===== config.mk =====
export PLATFORM = sky130hd
export DESIGN_NAME = mult_share_arbiter
export DESIGN_NICKNAME = d
export VERILOG_FILES = /design/src/rtl/mult_share_pkg.sv /design/src/rtl/mult_share_rr_arbiter.sv /design/src/rtl/mult_share_arbiter.sv
export SDC_FILE = /design/constraint.sdc
export NUM_CORES = 1
export LEC_CHECK = 0
export CORE_AREA = 2 2 62 78
export CTS_CLUSTER_DIAMETER = 40
export DETAILED_ROUTE_END_ITERATION = 12
export DIE_AREA = 0 0 64 80
export MAX_ROUTING_LAYER = met4
export PLACE_DENSITY = 0.76
export SLEW_MARGIN = 20
export SYNTH_ARGS = -nofsm -noshare
export SYNTH_HDL_FRONTEND = slang
export SYNTH_SLANG_ARGS = --single-unit

===== constraint.sdc =====
create_clock -name clk -period 6.59 [get_ports clk]
set_input_delay 1.318 -clock clk [delete_from_list [all_inputs] [get_ports clk]]
set_output_delay 1.318 -clock clk [all_outputs]
set_load 0.03 [all_outputs]

===== src/rtl/mult_share_pkg.sv =====
// Shared types and default sizing for the shared-multiplier arbiter.
package mult_share_pkg;

  localparam int DEF_NUM_REQ = 4;
  localparam int DEF_WIDTH   = 4;

  // Controller phases: wait for a grant, compute, hold the response.
  typedef enum logic [1:0] {
    IDLE = 2'd0,
    CALC = 2'd1,
    RESP = 2'd2
  } state_t;

endpackage


===== src/rtl/mult_share_rr_arbiter.sv =====
// Combinational round-robin picker: the first set request bit at or after
// ptr, wrapping modulo NUM_REQ. Produces one-hot and encoded grants.
module rr_arbiter
  import mult_share_pkg::*;
#(
  parameter int NUM_REQ = DEF_NUM_REQ,
  parameter int ID_W    = $clog2(NUM_REQ)
) (
  input  logic [NUM_REQ-1:0] req,
  input  logic [ID_W-1:0]    ptr,
  output logic [NUM_REQ-1:0] grant,
  output logic [ID_W-1:0]    grant_idx,
  output logic               grant_any
);

  logic [ID_W:0]   sum;
  logic [ID_W-1:0] idx;

  // Scan from ptr upward; the first hit wins and later hits are ignored.
  always_comb begin
    grant     = '0;
    grant_idx = '0;
    grant_any = 1'b0;
    sum       = '0;
    idx       = '0;
    for (int k = 0; k < NUM_REQ; k++) begin
      sum = {1'b0, ptr} + (ID_W+1)'(k);
      if (sum >= (ID_W+1)'(NUM_REQ)) begin
        sum = sum - (ID_W+1)'(NUM_REQ);
      end
      idx = sum[ID_W-1:0];
      if (!grant_any && req[idx]) begin
        grant[idx] = 1'b1;
        grant_idx  = idx;
        grant_any  = 1'b1;
      end
    end
  end

endmodule


===== src/rtl/mult_share_arbiter.sv =====
// Shares one unsigned WIDTH x WIDTH multiplier among NUM_REQ requesters.
// Handshakes: a transfer happens on a rising edge where valid and ready are
// both high. Requesters hold valid and operands stable until accepted; the
// response holds rsp_valid/rsp_id/rsp_p stable until rsp_ready is seen.
// One request is in flight at a time: IDLE grants, CALC registers the
// product, RESP waits for the consumer.
module mult_share_arbiter
  import mult_share_pkg::*;
#(
  parameter int NUM_REQ = DEF_NUM_REQ,
  parameter int WIDTH   = DEF_WIDTH,
  parameter int ID_W    = $clog2(NUM_REQ)
) (
  input  logic                     clk,
  input  logic                     rst_n,
  input  logic [NUM_REQ-1:0]       req_valid,
  output logic [NUM_REQ-1:0]       req_ready,
  input  logic [NUM_REQ*WIDTH-1:0] req_a,
  input  logic [NUM_REQ*WIDTH-1:0] req_b,
  output logic                     rsp_valid,
  input  logic                     rsp_ready,
  output logic [ID_W-1:0]          rsp_id,
  output logic [2*WIDTH-1:0]       rsp_p
);

  state_t             state;
  logic [ID_W-1:0]    rr_ptr;
  logic [ID_W-1:0]    op_id;
  logic [WIDTH-1:0]   op_a;
  logic [WIDTH-1:0]   op_b;

  logic [NUM_REQ-1:0] grant;
  logic [ID_W-1:0]    grant_idx;
  logic               grant_any;
  logic [ID_W-1:0]    next_ptr;
  logic [WIDTH-1:0]   sel_a;
  logic [WIDTH-1:0]   sel_b;
  logic [2*WIDTH-1:0] mult_p;
  logic               accept;

  rr_arbiter #(
    .NUM_REQ (NUM_REQ),
    .ID_W    (ID_W)
  ) u_rr_arbiter (
    .req       (req_valid),
    .ptr       (rr_ptr),
    .grant     (grant),
    .grant_idx (grant_idx),
    .grant_any (grant_any)
  );

  // Offer the grant only in IDLE; reset forces ready low even with valids up.
  always_comb begin
    req_ready = '0;
    if (rst_n && (state == IDLE)) begin
      req_ready = grant;
    end
  end

  assign accept = rst_n && (state == IDLE) && grant_any;

  // Pointer moves one past the winner so it becomes lowest priority next.
  assign next_ptr = (grant_idx == ID_W'(NUM_REQ-1)) ? '0 : grant_idx + ID_W'(1);

  // Operand mux for the granted requester.
  always_comb begin
    sel_a = '0;
    sel_b = '0;
    for (int i = 0; i < NUM_REQ; i++) begin
      if (grant_idx == ID_W'(i)) begin
        sel_a = req_a[i*WIDTH +: WIDTH];
        sel_b = req_b[i*WIDTH +: WIDTH];
      end
    end
  end

  // The shared multiplier: full-width unsigned product of the captured operands.
  assign mult_p = {{WIDTH{1'b0}}, op_a} * {{WIDTH{1'b0}}, op_b};

  // Controller and registered response; reset drops any in-flight request.
  always_ff @(posedge clk or negedge rst_n) begin
    if (!rst_n) begin
      state     <= IDLE;
      rr_ptr    <= '0;
      op_a      <= '0;
      op_b      <= '0;
      op_id     <= '0;
      rsp_valid <= 1'b0;
      rsp_id    <= '0;
      rsp_p     <= '0;
    end else begin
      case (state)
        IDLE: begin
          if (accept) begin
            op_a   <= sel_a;
            op_b   <= sel_b;
            op_id  <= grant_idx;
            rr_ptr <= next_ptr;
            state  <= CALC;
          end
        end
        CALC: begin
          rsp_p     <= mult_p;
          rsp_id    <= op_id;
          rsp_valid <= 1'b1;
          state     <= RESP;
        end
        RESP: begin
          if (rsp_valid && rsp_ready) begin
            rsp_valid <= 1'b0;
            state     <= IDLE;
          end
        end
        default: state <= IDLE;
      endcase
    end
  end

endmodule


==> qor_table.md, run 1 <==
| Quantity | This run | Unit |
|:---|:---|:---|
| Outcome | completed | - |
| Clock power share | 7.2 | % |
| Most used standard cells in the synthesized netlist | sky130_fd_sc_hd__nand2_1, sky130_fd_sc_hd__dfrtp_1, sky130_fd_sc_hd__ha_1 | - |
| Post-synth EDFFs | 0 | - |
| Power Density | 449 | nW/um^2 |
| Port buffer count | 53 | - |
| Portion of total power attributed to combinational logic | 68.9 | % |
| Tightest Pin Transition | 0.701 | ns |
| Fmax | 188 | MHz |
| Post-layout nets | 346 | - |
| Total I/O pin count | 54 | - |
| FFs w/ async S/R, synth | 100 | % |
| Worst setup slack before clock tree synthesis | 1.27 | ns |
| Fraction of power spent switching nets | 46.9 | % |
| Initial antenna violation count | 0 | - |
| Internal Pwr Total | 651 | uW |
| Overall die area | 5120 | um^2 |
| Gate count of the mapped netlist | 230 | - |
| Instance area after placement | 2690 | um^2 |
| Hold Fails Final Rpt | 0 | - |
| Core region area | 4360 | um^2 |
| Standard-cell rows | 27 | - |
| Hold_ws | 0.483 | ns |
| Total of cells resized after clock tree synthesis | 0 | - |
| Effective utilization at floorplan | 48.4 | % |
| Type of the worst setup path | input pin to output port | - |
| Die Width | 64 | um |
| Most frequently used cell type in the post-synthesis netlist | sky130_fd_sc_hd__nand2_1 | - |
| Kind of launch point of the worst setup path | input pin | - |
| Number of setup buffers added after CTS | 0 | - |
| Power share of the sequential group | 23.9 | % |
| Syn Area/Cell | 9.17 | um^2 |
| Sort of element at the end of the critical path | output port | - |
| N_diodes | 0 | - |
| Post-synthesis instance area | 2110 | um^2 |
| Unrepaired setup endpoints after global routing | false | - |
| Ys flop type | sky130_fd_sc_hd__dfrtp_1 | - |
| Detailed-route wire length per cell | 12.4 | um |
| Sequential share of the synthesized area | 29.7 | % |
| Y dimension of the die | 80 | um |
| Router iterations before antenna repair | 4 | - |
| Final clock period utilization by the worst path | 80.8 | % |
| Worst-case clock skew | 0.00265 | ns |
| Clock transition at the register clock pins on the worst setup and hold paths after CTS | 0.08 | ns |
| Sinks on the clock net | 25 | - |
| Final worst path period need | 5.32 | ns |
| CTS H-tree depth | 1 | - |
| Number of global-route vias before repair | 1654 | - |
| Fin. max-slew vios | 0 | - |
| Max_cap viols | 0 | - |
| Drt total wl | 4180 | um |
| Via/cell ratio | 5.21 | - |
| Cell types occupying the most area after synthesis | sky130_fd_sc_hd__dfrtp_1, sky130_fd_sc_hd__ha_1, sky130_fd_sc_hd__nand2_1 | - |
| Largest fanout on the critical path | 11 | - |
| Placer congestion estimate | 0.804 | - |
| Post-detailed-route DRC marker count | 0 | - |
| First-pass GRT wire length | 7270 | um |
| Buffers from clock root to sink, at most | 2 | - |
| Final-report setup violation count | 0 | - |
| Register-to-register setup slack | 2.19 | ns |
| Final Instance Area | 2730 | um^2 |
| Total of hold buffers inserted after clock tree synthesis | 0 | - |
| Post-synth top area share | 29.7 | % |
| Relative slew margins | 53.3 | % |
| First-iteration detailed-routing DRC count | 29 | - |
| Leak Pwr | 0.00121 | uW |
| Worst min-delay path category | flop to flop | - |
| Share of final-layout standard cells stronger than drive strength 1 | 6.81 | % |
| Setup_tns | 0 | ns |
| Clk_lat worst skew | 0.27 | ns |
| Synth area leader | sky130_fd_sc_hd__dfrtp_1 | - |
| Overflow after GRT | 0 | - |
| Global Route Usage Sum | 17.9 | % |
| Post-route ant nets | 0 | - |
| Num CTS Buffers | 3 | - |
| Pin count of the biggest net entering global routing | 27 | - |
| Count of state elements after synthesis | 25 | - |
| Maximum ir drop on the vdd rail | 271 | uV |
| Switching power of the nets | 575 | uW |
| Footprint of the multi-input gates | 1380 | um^2 |
| DP HPWL | 3370 | um |
| Fin worst setup slack | 1.27 | ns |
| Arrival time at the worst endpoint | 4.01 | ns |
| Data required time of the critical path | 5.27 | ns |
| Synthesized Nets | 296 | - |
| Seq. cell area | 626 | um^2 |
| Vias after detailed routing | 1757 | - |
| Number of warnings issued by yosys | 0 | - |
| Clock tree from TritonCTS | built | - |
| Library cell used as clock root buffer | sky130_fd_sc_hd__clkbuf_8 | - |
| Count of distinct cell types in the synthesized netlist | 39 | - |
| Area growth from synthesis to final layout | 29.4 | % |
| Filler cell count in the final layout | 395 | - |
==> per-layer routing <==
metal / wire [um] / GRT usage [%]
met5: 0 / -
met1: 1810 / 22.2
met3: 93 / 1.41
met2: 2220 / 30.8
met4: 48 / 5.87
==> worst paths after layout <==
kind	start	to	cells past startpoint
min reg2reg	rsp_p[5]$_DFFE_PN0P_	rsp_p[5]$_DFFE_PN0P_	2
max	req_valid[1]	req_ready[3]	6
min	rsp_p[5]$_DFFE_PN0P_	rsp_p[5]$_DFFE_PN0P_	2
min in group asynchronous	rst_n	rsp_p[1]$_DFFE_PN0P_	2
max reg2reg	rr_ptr[0]$_DFFE_PN0P_	op_a[0]$_DFFE_PN0P_	13
max in group asynchronous	rst_n	rr_ptr[0]$_DFFE_PN0P_	2
==> cell usage in the layout, fill, tap and decap left out, types with 2 or more instances in the layout <==
master / count
sky130_fd_sc_hd__o21ai_0: 17
sky130_fd_sc_hd__ha_1: 23
sky130_fd_sc_hd__and2_1: 8
sky130_fd_sc_hd__xnor2_1: 2
sky130_fd_sc_hd__buf_4: 2
sky130_fd_sc_hd__inv_1: 16
sky130_fd_sc_hd__nand2_1: 33
sky130_fd_sc_hd__fa_1: 4
sky130_fd_sc_hd__a21oi_1: 15
sky130_fd_sc_hd__a22oi_1: 4
sky130_fd_sc_hd__nor2b_1: 10
sky130_fd_sc_hd__mux4_2: 4
sky130_fd_sc_hd__dfrtp_1: 25
sky130_fd_sc_hd__xor2_1: 2
sky130_fd_sc_hd__mux2i_1: 2
sky130_fd_sc_hd__nor3_1: 8
sky130_fd_sc_hd__a22o_1: 5
sky130_fd_sc_hd__a21o_1: 4
sky130_fd_sc_hd__nand2b_1: 3
sky130_fd_sc_hd__nand3b_1: 3
sky130_fd_sc_hd__mux2_2: 5
sky130_fd_sc_hd__clkbuf_8: 3
sky130_fd_sc_hd__a221oi_1: 8
sky130_fd_sc_hd__nor3b_1: 5
sky130_fd_sc_hd__clkdlybuf4s50_1: 53
==> registers in the layout, indices dropped and copies added (netlist names) <==
signal	flops
state	2
op_a	4
op_id	2
rr_ptr	2
rsp_p	8
rsp_valid	1
rsp_id	2
op_b	4
==> cell type report <==
class                   instances  area share (%)
flip-flops and latches         25            22.9
well taps                      58            2.66
multi-input cells             178            50.5
inverters                      17            2.34
repair buffers                 55            20.0
clock buffers                   4            1.65
==> per-stage QoR <==
step / instances / util, % / total power, uW
final: 337 / 62.6 / 1230
after global routing: 337 / 62.6 / 1360
after CTS: 337 / 62.6 / 1240
after detailed placement: 333 / 61.6 / 1140
after global placement: 333 / 61.6 / 1130
after floorplan: 230 / - / 928
==> kinds of logic after synthesis <==
kind of cell / Yosys count / synth area share, %
fa+ha+maj: 27 / 17.4
compound gates: 60 / 19.0
xor+xnor: 4 / 1.66
flops: 25 / 29.7
mux: 12 / 8.60
simple gates: 75 / 18.6
buf+inv: 27 / 5.04
==> power groups by stage <==
stage / sequential (uW) / clock (uW) / combinational, uW
2_1_floorplan: 315 / 0 / 613
6_report: 293 / 88.6 / 845
4_1_cts: 295 / 91.3 / 851
5_1_grt: 308 / 97.5 / 955
3_5_place_dp: 299 / 0 / 845
3_3_place_gp: 297 / 0 / 831
==> critical path: stages <==
cell	delay (ns)
sky130_fd_sc_hd__clkdlybuf4s50_1	0.50
sky130_fd_sc_hd__mux4_2	0.59
sky130_fd_sc_hd__or3_4	0.46
sky130_fd_sc_hd__nor2_1	0.28
sky130_fd_sc_hd__a22o_1	0.19
sky130_fd_sc_hd__clkdlybuf4s50_1	0.66
Note: power is estimated with default switching activity, not from simulation.
==> run 2, diff against run 1 <==
--- a/config.mk
+++ b/config.mk
@@ -5,12 +5,12 @@
 export SDC_FILE = /design/constraint.sdc
 export NUM_CORES = 1
 export LEC_CHECK = 0
-export CORE_AREA = 2 2 62 78
+export CORE_AREA = 2 2 65 82
 export CTS_CLUSTER_DIAMETER = 40
 export DETAILED_ROUTE_END_ITERATION = 12
-export DIE_AREA = 0 0 64 80
+export DIE_AREA = 0 0 67 84
 export MAX_ROUTING_LAYER = met4
-export PLACE_DENSITY = 0.76
+export PLACE_DENSITY = 0.72
 export SLEW_MARGIN = 20
 export SYNTH_ARGS = -nofsm -noshare
 export SYNTH_HDL_FRONTEND = slang
==> constraint.sdc (replaced) <==
create_clock -name clk -period 4.4 [get_ports clk]
set_input_delay 0.88 -clock clk [delete_from_list [all_inputs] [get_ports clk]]
set_output_delay 0.88 -clock clk [all_outputs]
set_load 0.03 [all_outputs]
==> qor_table.md, run 2 (synthesis gave the netlist of run 1 again) <==
| Quantity | This run | Unit | vs previous |
|:---|:---|:---|:---|
| Type of the worst setup path | input pin to flop | - | was input pin to output port |
| Power Density | 669 | nW/um^2 | was 449 nW/um^2 |
| Final instance count without filler cells | 343 | - | was 337 |
| Fin. max-slew vios | 0 | - | unchanged |
| Post-layout total power | 1830 | uW | was 1230 uW |
| First-pass GRT wire length | 7120 | um | was 7270 um |
| Register-to-register setup slack | 0.60 | ns | was 2.19 ns |
| Unrepaired setup endpoints after global routing | false | - | unchanged |
| Overall die area | 5630 | um^2 | was 5120 um^2 |
| Effective utilization at floorplan | 42.7 | % | was 48.4% |
| Post-route ant nets | 0 | - | unchanged |
| Placer congestion estimate | 0.806 | - | was 0.804 |
| Clk_lat worst skew | 0.27 | ns | about the same |
| DP HPWL | 3350 | um | was 3370 um |
| Number of flip-flops in the largest register | 8 | - | unchanged |
| Max_cap viols | 0 | - | unchanged |
| Share of final-layout standard cells stronger than drive strength 1 | 9.25 | % | was 6.81% |
| Commonest cells after routing, fill and taps aside | sky130_fd_sc_hd__clkdlybuf4s50_1, sky130_fd_sc_hd__nand2_1, sky130_fd_sc_hd__dfrtp_1 | - | unchanged |
| Kind of launch point of the worst setup path | input pin | - | unchanged |
| Core region area | 4930 | um^2 | was 4360 um^2 |
| Global Route Usage Sum | 16.3 | % | was 17.9% |
| Clock power share | 7.4 | % | was 7.2% |
| N_diodes | 0 | - | unchanged |
| First-iteration detailed-routing DRC count | 43 | - | was 29 |
| End of the worst register-to-register path | op_b[1]$_DFFE_PN0P_ | - | was op_a[0]$_DFFE_PN0P_ |
| CP Launch Point | req_valid[0] | - | was req_valid[1] |
| Drt total wl | 4160 | um | was 4180 um |
| Registers with the most flip-flops | rsp_p: 8 flops, op_a: 4 flops, op_b: 4 flops | - | unchanged |
| Cell depth of the worst flop-to-flop path | 13 | - | unchanged |
| Post-layout nets | 348 | - | was 346 |
| Outcome | completed | - | unchanged |
| Vias after detailed routing | 1798 | - | was 1757 |
| Post-detailed-route DRC marker count | 0 | - | unchanged |
| Internal Pwr Total | 979 | uW | was 651 uW |
| Total of cells resized after clock tree synthesis | 0 | - | unchanged |
| Sinks on the clock net | 25 | - | unchanged |
| Final clock period utilization by the worst path | 91.3 | % |  |
| Maximum ir drop on the vdd rail | 367 | uV | was 271 uV |
| Buffers from clock root to sink, at most | 2 | - | unchanged |
| Leak Pwr | 0.00124 | uW | was 0.00121 uW |
| Switching power of the nets | 855 | uW | was 575 uW |
| Number of setup buffers added after CTS | 0 | - | unchanged |
| Largest incremental delay on the critical path | 0.59 | ns | was 0.66 ns |
| Num CTS Buffers | 3 | - | unchanged |
| Crit path buf inv count | 2 | - | unchanged |
| Top register by number of flip-flops | rsp_p | - | unchanged |
| Sort of element at the end of the critical path | flop | - | was output port |
| Arrival time at the worst endpoint | 4.21 | ns | was 4.01 ns |
| Data required time of the critical path | 4.59 | ns | was 5.27 ns |
| Relative slew margins | 54.5 | % | was 53.3% |
| Y dimension of the die | 84 | um | was 80 um |
| Total I/O pin count | 54 | - | unchanged |
| Final-report setup violation count | 0 | - | unchanged |
| Setup_tns | 0 | ns | unchanged |
| Endpoint of the worst setup timing path | op_b[1]$_DFFE_PN0P_ | - | was req_ready[3] |
| Slowest library cell on the worst path | sky130_fd_sc_hd__mux4_2 | - | was sky130_fd_sc_hd__clkdlybuf4s50_1 |
| Tightest Pin Transition | 0.683 | ns | was 0.701 ns |
| Fraction of power spent switching nets | 46.6 | % | was 46.9% |
| Fmax | 249 | MHz |  |
| Detailed-route wire length per cell | 12.1 | um | was 12.4 um |
| Reg-to-reg startpoint | rr_ptr[1]$_DFFE_PN0P_ | - | was rr_ptr[0]$_DFFE_PN0P_ |
| Overflow after GRT | 0 | - | unchanged |
| CTS H-tree depth | 1 | - | unchanged |
| Initial antenna violation count | 0 | - | unchanged |
| Area growth from synthesis to final layout | 30.0 | % | was 29.4% |
| Port buffer count | 53 | - | unchanged |
| Largest fanout on the critical path | 11 | - | unchanged |
| Worst-case clock skew | 0.00197 | ns | was 0.00265 ns |
| Die Width | 67 | um | was 64 um |
| Post-Place Cells | 339 | - | was 333 |
| Clock tree from TritonCTS | built | - | unchanged |
| Portion of total power attributed to combinational logic | 70.6 | % | was 68.9% |
| Clock transition at the register clock pins on the worst setup and hold paths after CTS | 0.08 | ns | about the same |
| Router iterations before antenna repair | 4 | - | unchanged |
| Power share of the sequential group | 22.0 | % | was 23.9% |
| Library cell used as clock root buffer | sky130_fd_sc_hd__clkbuf_8 | - | unchanged |
| Via/cell ratio | 5.24 | - | was 5.21 |
| Hold Fails Final Rpt | 0 | - | unchanged |
| Pin count of the biggest net entering global routing | 26 | - | was 27 |
| Most repeated library cell on the critical path | sky130_fd_sc_hd__a21oi_1 | - | was sky130_fd_sc_hd__clkdlybuf4s50_1 |
| Worst min-delay path category | flop to flop | - | unchanged |
| Total of hold buffers inserted after clock tree synthesis | 0 | - | unchanged |
| Standard-cell rows | 29 | - | was 27 |
| Logic depth of the worst setup path including buffers | 12 | - | was 6 |
| Number of global-route vias before repair | 1662 | - | was 1654 |
| Final worst path period need | 4.02 | ns |  |
| Most common library cell in the layout ignoring fill and taps | sky130_fd_sc_hd__clkdlybuf4s50_1 | - | unchanged |
| Sequence of cells on the critical path | clkdlybuf4s50_1 -> mux4_2 -> or3_4 -> nand2b_1 -> a21oi_1 -> inv_1 -> ha_1 -> nor2b_1 -> a221oi_1 -> nor3_1 -> a21oi_1 -> o21ai_0 | - | was clkdlybuf4s50_1 -> mux4_2 -> or3_4 -> nor2_1 -> a22o_1 -> clkdlybuf4s50_1 |
| Family with the most delay on the worst path | simple AND/OR/NAND/NOR gates | - | was buffers and inverters |
run 2: cell types whose count changed in the layout (fill, tap and decap cells not counted):
cell,previous run,this run
sky130_fd_sc_hd__buf_4,2,8
sky130_fd_sc_hd__clkdlybuf4s50_1,53,49
sky130_fd_sc_hd__clkbuf_1,1,0
sky130_fd_sc_hd__clkinv_2,0,1
run 2: routing by layer:
metal	global-route usage (%)	vias up	part of all wire (%)
met2	26.8	40	49
met1	20.4	835	46
met3	1.62	6	2.8
li1	-	917	-
met5	-	-	0
met4	5.75	0	1.7
run 2: worst min path at each step:
| stage | start | endpoint | depth (start not counted) |
|---|---|---|---|
| finish | rsp_p[5]$_DFFE_PN0P_ | rsp_p[5]$_DFFE_PN0P_ | 2 |
| global route | rsp_p[5]$_DFFE_PN0P_ | rsp_p[5]$_DFFE_PN0P_ | 2 |
| CTS | rsp_p[5]$_DFFE_PN0P_ | rsp_p[5]$_DFFE_PN0P_ | 2 |
| detailed placement | rsp_p[5]$_DFFE_PN0P_ | rsp_p[5]$_DFFE_PN0P_ | 2 |
| global placement | rsp_p[6]$_DFFE_PN0P_ | rsp_p[6]$_DFFE_PN0P_ | 2 |
| floorplan | state[1]$_DFFE_PN0P_ | rsp_valid$_DFFE_PN0P_ | 1 |
run 2: power by group through the flow:
stage	logic [uW]	registers [uW]	clock network [uW]
6_report	1300	403	135
5_1_grt	1460	420	148
4_1_cts	1310	406	140
3_5_place_dp	1300	410	0
3_3_place_gp	1290	406	0
2_1_floorplan	919	471	0
run 2: stage by stage:
step                hold slack [ns]  utilization [%]  instance area (um^2)  setup WS (ns)
finish                        0.487             55.6                  2740          0.383
global placement              0.460             54.6                  2700          0.242
detailed placement            0.476             54.6                  2700          0.134
floorplan                     0.475                -                  2110          0.396
global route                  0.513             55.6                  2740         0.0721
CTS                           0.497             55.6                  2740          0.417
run 2: worst reg2reg max path: stages (launching register included):
cell	delay, ns
sky130_fd_sc_hd__dfrtp_1	0.35
sky130_fd_sc_hd__inv_1	0.11
sky130_fd_sc_hd__ha_1	0.44
sky130_fd_sc_hd__mux4_2	0.61
sky130_fd_sc_hd__or3_4	0.43
sky130_fd_sc_hd__nand2b_1	0.16
sky130_fd_sc_hd__a21oi_1	0.23
sky130_fd_sc_hd__inv_1	0.10
sky130_fd_sc_hd__ha_1	0.30
sky130_fd_sc_hd__nor2b_1	0.42
sky130_fd_sc_hd__a221oi_1	0.17
sky130_fd_sc_hd__nor3_1	0.18
sky130_fd_sc_hd__a21oi_1	0.05
sky130_fd_sc_hd__o21ai_0	0.16
run 2: layout make-up:
cell class	instances	area [um^2]
Inverter	17	63.8
Fill cell	452	2190
Sequential cell	25	626
Tap cell	62	77.6
Multi-Input combinational cell	178	1380
Timing Repair Buffer	57	551
Clock inverter	1	5.00
Clock buffer	3	41.3
